<file path="config.mk">
export PLATFORM = sky130hd
export DESIGN_NAME = condlogic_mc
export DESIGN_NICKNAME = d
export VERILOG_FILES = /design/src/rtl/condlogic_mc.sv
export SDC_FILE = /design/constraint.sdc
export NUM_CORES = 1
export LEC_CHECK = 0
export BUFFER_PORTS_ARGS = -buffer_cell sky130_fd_sc_hd__clkbuf_2
export CAP_MARGIN = 20
export CORE_ASPECT_RATIO = 0.6
export CORE_MARGIN = 2
export CORE_UTILIZATION = 52
export DETAILED_ROUTE_END_ITERATION = 6
export GPL_ROUTABILITY_DRIVEN = 0
export HOLD_SLACK_MARGIN = 0.15
export PLACE_DENSITY = 0.85
export SYNTH_ARGS = -nofsm -noshare
export SYNTH_HDL_FRONTEND = slang
export SYNTH_SLANG_ARGS = --single-unit
</file>
<file path="constraint.sdc">
create_clock -name clk -period 3.02 [get_ports clk]
set_input_delay 0.302 -clock clk [delete_from_list [all_inputs] [get_ports clk]]
set_output_delay 0.302 -clock clk [all_outputs]
set_load 0.02 [all_outputs]
</file>
<file path="src/rtl/condlogic_mc.sv">
// condlogic_mc: condition evaluation, NZCV flag register and gated write enables
module condlogic_mc #(
    parameter logic [3:0] FLAG_RESET = 4'b0000
) (
    input  logic        clk,
    input  logic        reset,
    input  logic [3:0]  Cond,
    input  logic [3:0]  ALUFlags,
    input  logic [1:0]  FlagW,
    input  logic        CondLatch,
    input  logic        PCS,
    input  logic        NextPC,
    input  logic        RegW,
    input  logic        MemW,
    output logic        PCWrite,
    output logic        RegWrite,
    output logic        MemWrite,
    output logic [3:0]  Flags,
    output logic        CondExReg,
    output logic [15:0] SkipCount
);
    logic [3:0]  r_flags;
    logic        r_cond_ex;
    logic [15:0] r_skip;
    logic        w_cond_ex;
    logic        w_n, w_z, w_c, w_v, w_ge;

    assign {w_n, w_z, w_c, w_v} = r_flags;
    assign w_ge = (w_n == w_v);

    // condition decode from registered flags only
    always_comb begin
        w_cond_ex = 1'b0;
        case (Cond)
            4'b0000: w_cond_ex = w_z;
            4'b0001: w_cond_ex = ~w_z;
            4'b0010: w_cond_ex = w_c;
            4'b0011: w_cond_ex = ~w_c;
            4'b0100: w_cond_ex = w_n;
            4'b0101: w_cond_ex = ~w_n;
            4'b0110: w_cond_ex = w_v;
            4'b0111: w_cond_ex = ~w_v;
            4'b1000: w_cond_ex = w_c & ~w_z;
            4'b1001: w_cond_ex = ~(w_c & ~w_z);
            4'b1010: w_cond_ex = w_ge;
            4'b1011: w_cond_ex = ~w_ge;
            4'b1100: w_cond_ex = ~w_z & w_ge;
            4'b1101: w_cond_ex = ~(~w_z & w_ge);
            4'b1110: w_cond_ex = 1'b1;
            default: w_cond_ex = 1'b0;
        endcase
    end

    // flags gated by the pre-edge latched condition; latch and skip counter on decode
    always_ff @(posedge clk or negedge reset) begin
        if (!reset) begin
            r_flags   <= FLAG_RESET;
            r_cond_ex <= 1'b0;
            r_skip    <= 16'd0;
        end else begin
            if (FlagW[1] && r_cond_ex) r_flags[3:2] <= ALUFlags[3:2];
            if (FlagW[0] && r_cond_ex) r_flags[1:0] <= ALUFlags[1:0];
            if (CondLatch) r_cond_ex <= w_cond_ex;
            if (CondLatch && !w_cond_ex && r_skip != 16'hFFFF) r_skip <= r_skip + 16'd1;
        end
    end

    assign PCWrite   = NextPC | (PCS & r_cond_ex);
    assign RegWrite  = RegW & r_cond_ex;
    assign MemWrite  = MemW & r_cond_ex;
    assign Flags     = r_flags;
    assign CondExReg = r_cond_ex;
    assign SkipCount = r_skip;
endmodule

</file>
==> results.json, run 1 <==
{
  "fp.dieArea_um2": 2830,
  "track_usage": 0.242,
  "relSlewSlack": 0.663,
  "reg2reg_to": "SkipCount[1]",
  "yosysSeqAreaShare": 0.419,
  "htree_num_levels": 1,
  "clockBufferDepth": 2,
  "worst-path-buf-inv": 0,
  "cts_tree": "done",
  "dp.final_hpwl_um": 2410,
  "grt_pass1_vias": 1017,
  "synthAdderAreaFrac": 0.00998,
  "status": "finished clean",
  "clkTransAtPathRegs_ns": 0.08,
  "ff_latch_area_um2": 526,
  "hold_violations": 0,
  "cts_buffers": 3,
  "finalWorstSetupSlack_ns": 0.907,
  "synth_edf_count": 0,
  "drt_wl_total_um": 3070,
  "drc": 0,
  "multi_input_area_um2": 689,
  "worst_slew_pin_slew_ns": 0.506,
  "r2r-start": "Flags[0]",
  "synth_cell_types": 36,
  "yosysMostFrequentCell": "dfrtp_1",
  "clk_latency_ns": 0.26,
  "cts_root_buf": "clkbuf_8",
  "synthCells": 117,
  "pre_cts_slack_ns": 0.919,
  "worstPathRequired_ns": 3.17,
  "postSynthAreaPerCell_um2": 10.7,
  "wire_per_inst_um": 16.2,
  "ir_worst_vdd_uv": 318,
  "fillCellCount": 162,
  "nets": 178,
  "synthMuxAreaShare": 0.0629,
  "p_leak_uw": 0.000699,
  "maxSlewViolCount": 0,
  "arrival_ns": 2.26,
  "skew_ns": 0.00176,
  "path_cells": "xor2_1 -> nor2_1 -> xnor2_1 -> o32a_1 -> nand2_1 -> mux2_1",
  "netlist_area_um2": 1250,
  "critical_path.top_delay_family": "compound AO/OA/AOI/OAI gates",
  "fin_tns_setup_ns": 0,
  "yosys.area_share.simple": 0.250,
  "rr_worst_depth": 6,
  "antenna_found_initial": 0,
  "hold_class": "input port to register",
  "setup_viol": 0,
  "critPathLaunch": "Flags[0]",
  "synth_top_area_cell": "dfrtp_1",
  "final_area_um2": 1520,
  "vias_per_cell": 5.53,
  "dpl-instance-area_um2": 1460,
  "die_y_um": 42.0,
  "slowest_delay_ns": 0.51,
  "min_period_ns": 2.11,
  "vias": 1045,
  "cp-start-kind": "register",
  "dr.pass1.iters": 4,
  "powerDensity_nw_per_um2": 672,
  "crit_path_max_fanout": 14,
  "synth_top_family_by_area": "simple AND/OR/NAND/NOR gates",
  "synth_warnings": 0,
  "grt_pass1_wl_um": 5040,
  "cts.sinks": 21,
  "cp.depth": 6,
  "area_delta_synth_final_pct": 21.5,
  "core_area_um2": 2230,
  "io_buffers": 40,
  "synth-main-ff-cell": "dfrtp_1",
  "synth_compound_area_frac": 0.0838,
  "synth_async_sr_flop_share": 1.00,
  "whs_ns": 0.267,
  "first_iter_violations": 58,
  "maxCapViolCount": 0,
  "slowest_stage": "o32a_1",
  "endpoint_kind": "register",
  "r2r_slack_ns": 0.91,
  "fp-row-count": 13,
  "synthTopCellsByArea": "dfrtp_1 (42%), xnor2_1 (12%), mux2_2 (4.5%)",
  "grt_max_degree": 22,
  "synth_seq_cells": 21,
  "synth_xor_area_frac": 0.144,
  "critical_path_class": "register to register",
  "crit_path_end": "SkipCount[1]",
  "gr-total-overflow": 0,
  "ant_nets": 0,
  "synth_common_cells": "dfrtp_1 (21), xnor2_1 (17), nand3_1 (11), nand2_1 (9)",
  "fmax_mhz": 473,
  "diodes": 0,
  "die_x_um": 67.4,
  "fin_crit_sh": 0.700,
  "rsz0062_at_grt": "false",
  "synth_nets": 135,
  "final_util": 0.683,
  "initial_utilization": 0.563,
  "drive_above_1_share": 0.352,
  "io_pins": 41,
  "synth_top_area_share": 0.419
}
## repair_timing
action | CTS | global route
endpoints found under the hold margin | 21 | 0
setup buffers | 0 | 0
resized for setup | 0 | 0
hold buffers | 1 | 0
## state kept, by name (all words and copies together) (netlist names)
signal and flops:
CondExReg 1, SkipCount 16, Flags 4
## report_power, final
group	total, uW	internal (uW)	switching (uW)
registers	440	342	97.8
clock network	187	93.2	93.9
logic	396	169	227
## final cells by class
class / count / share of cell area
inverter: 3 / 0.00740
clock inverter: 1 / 0.00493
tap: 30 / 0.0247
multi-input combinational: 90 / 0.453
timing repair buffer: 41 / 0.138
sequential: 21 / 0.345
clock buffer: 3 / 0.0271
## per-layer routing
| layer | global-route usage | wire length, um |
|---|---|---|
| met4 | 0.102 | 116 |
| met5 | 0 | 0 |
| met3 | 0.0753 | 175 |
| met2 | 0.354 | 1350 |
| met1 | 0.330 | 1420 |
## through the flow
step	power, uW	std cells
6_report	1020	189
4_1_cts	1030	189
5_1_grt	1090	189
3_3_place_gp	815	184
3_5_place_dp	838	184
2_1_floorplan	703	117
## cells by family after synthesis
logic type / Yosys count
adders and majority gates: 1
DFF: 21
muxes: 7
and+or+nand+nor: 53
xor gates and xnor gates: 19
AOI/OAI and AO/OA: 10
buffers and inverters: 6
## layout by cell type (no fill, tap or decap), types with 2 or more instances in the layout
master	instances
clkbuf_2	40
dfrtp_1	21
xnor2_1	17
nand3_1	11
nand2_1	9
nor2_1	5
nand4_1	5
mux2_2	5
nor3_1	5
and3_1	5
nand2b_1	3
inv_1	3
clkbuf_8	3
and2_1	2
mux2_1	2
## worst min path at each step
stage	startpoint	endpoint	slack, ns	cells after the start
after CTS	ALUFlags[1]	Flags[1]	0.27	2
after detailed placement	reset	Flags[0]	0.30	1
after global routing	ALUFlags[0]	Flags[0]	0.26	2
final	ALUFlags[1]	Flags[1]	0.27	2
after global placement	reset	SkipCount[9]	0.29	1
after floorplan	reset	CondExReg	0.006	0
No activity file was read; power rests on OpenSTA's default activity.
==> run 2, diff against run 1 <==
Settings changed: CORE_UTILIZATION 52 to 45, PLACE_DENSITY 0.85 to 0.78.
Clock period 3.02 ns to 1.85 ns, I/O delays scaled along.
==> run 2 against run 1 <==
Against the previous run:
- setup slack worse by 0.88 ns
- via count increased by 9.0%
- critical endpoint is now SkipCount[12]
- critical path depth did not move
- clock skew grew 0.0036 ns
- cell count up 7.4%
- hold slack worse by 0.12 ns
- sequential cell count unchanged
- first-iteration DRC count grew 64%
- maximum frequency grew 16%
- count of clock-buffer cells in the layout is 1 higher
- power is 70% higher
- sequential share of layout area is 2.0 points lower
==> results.json, run 2 (synthesized netlist as in run 1, its figures left out) <==
{
  "io_buffers": 40,
  "fin_tns_setup_ns": 0,
  "skew_ns": 0.00533,
  "rsz0062_at_grt": "true",
  "largest_reg_flops": 16,
  "wire_per_inst_um": 15.4,
  "io_pins": 41,
  "worst_slew_pin_slew_ns": 0.508,
  "cts.sinks": 21,
  "r2r_slack_ns": 0.02,
  "cp-start-kind": "register",
  "clockBufferDepth": 2,
  "relSlewSlack": 0.661,
  "powerDensity_nw_per_um2": 1070,
  "crit_path_max_fanout": 6,
  "drc": 0,
  "grt_pass1_vias": 1013,
  "whs_ns": 0.150,
  "min_period_ns": 1.83,
  "dp.final_hpwl_um": 2390,
  "reg2reg_to": "SkipCount[12]",
  "ant_nets": 0,
  "r2r-start": "SkipCount[3]",
  "core_area_um2": 2570,
  "grt_max_degree": 22,
  "fin_crit_sh": 0.987,
  "hold_class": "input port to register",
  "nets": 190,
  "crit_path_end": "SkipCount[12]",
  "clkTransAtPathRegs_ns": 0.08,
  "grt_pass1_wl_um": 4840,
  "drt_wl_total_um": 3130,
  "rr_worst_depth": 6,
  "p_leak_uw": 0.000754,
  "critPathLaunch": "SkipCount[3]",
  "initial_utilization": 0.487,
  "vias": 1139,
  "fp-row-count": 14,
  "maxCapViolCount": 0,
  "dr.pass1.iters": 4,
  "status": "finished clean",
  "drive_above_1_share": 0.427,
  "gr-total-overflow": 0,
  "clk_latency_ns": 0.26,
  "ir_worst_vdd_uv": 540,
  "cts_tree": "done",
  "hold_violations": 0,
  "maxSlewViolCount": 0,
  "endpoint_kind": "register",
  "track_usage": 0.198,
  "critical_path_class": "register to register",
  "first_iter_violations": 95,
  "die_y_um": 44.9,
  "htree_num_levels": 1,
  "diodes": 0,
  "fmax_mhz": 548,
  "worstPathRequired_ns": 1.99,
  "cts_root_buf": "clkbuf_8",
  "final_common_cell": "clkbuf_2",
  "dp.cells": 194,
  "area_delta_synth_final_pct": 29.8,
  "layout_common_cells": "clkbuf_2 (40), dfrtp_1 (18), xnor2_1 (17)",
  "layoutNonFillerInstCount": 203,
  "fp.dieArea_um2": 3240,
  "setup_viol": 0,
  "worst_hold_path.num_cells": 2,
  "arrival_ns": 1.97,
  "die_x_um": 72.1,
  "cts_buffers": 3,
  "antenna_found_initial": 0,
  "vias_per_cell": 5.61
}
## run 2: layout make-up
| type | count | area, um^2 |
|---|---|---|
| inverter | 3 | 11.3 |
| sequential | 21 | 529 |
| tap | 32 | 40.0 |
| multi-input combinational | 90 | 699 |
| timing repair buffer | 53 | 303 |
| clock buffer | 4 | 45.0 |
| fill | 190 | 947 |
## run 2: metrics by stage
step	setup WS, ns	cell area, um^2	util	power (uW)
5_1_grt	-0.0437	1630	0.632	1840
6_report	0.0238	1630	0.632	1740
2_1_floorplan	0.00383	1250	-	1150
3_5_place_dp	0.0281	1530	0.593	1400
4_1_cts	0.0106	1580	0.615	1700
3_3_place_gp	0.0841	1530	0.593	1370
## run 2: worst min-delay path by stage
stage           startpoint           end  slack, ns
4_1_cts        ALUFlags[3]      Flags[3]       0.15
5_1_grt        ALUFlags[3]      Flags[3]       0.15
3_5_place_dp         reset  SkipCount[8]       0.19
2_1_floorplan        reset     CondExReg      -0.11
3_3_place_gp         reset  SkipCount[8]       0.18
6_report       ALUFlags[3]      Flags[3]       0.15
## run 2: per-layer routing
| metal | track usage | part of all wire | vias to the layer above |
|---|---|---|---|
| li1 | - | - | 528 |
| met1 | 0.273 | 0.43 | 544 |
| met2 | 0.299 | 0.46 | 58 |
| met3 | 0.0558 | 0.085 | 9 |
| met4 | 0.0792 | 0.023 | 0 |
| met5 | 0 | 0 | - |
## run 2: critical path: stages (launching register included)
cell	delay, ns
dfrtp_1	0.45
nand4_1	0.25
nor2_1	0.22
buf_4	0.16
nand4_1	0.11
nor3_1	0.17
mux2_1	0.34
## run 2: report_power, final
part	switching (uW)	internal, uW	leakage [uW]
sequential	150	564	0.000263
clock	145	153	0.0000228
combinational	399	329	0.000469
## run 2: what timing repair did
action / CTS / global route
setup buffers: 0 / 3
gates resized for setup: 0 / 6
hold buffers: 1 / 1
setup endpoints to repair: 0 / 14
endpoints found under the hold margin: 21 / 1
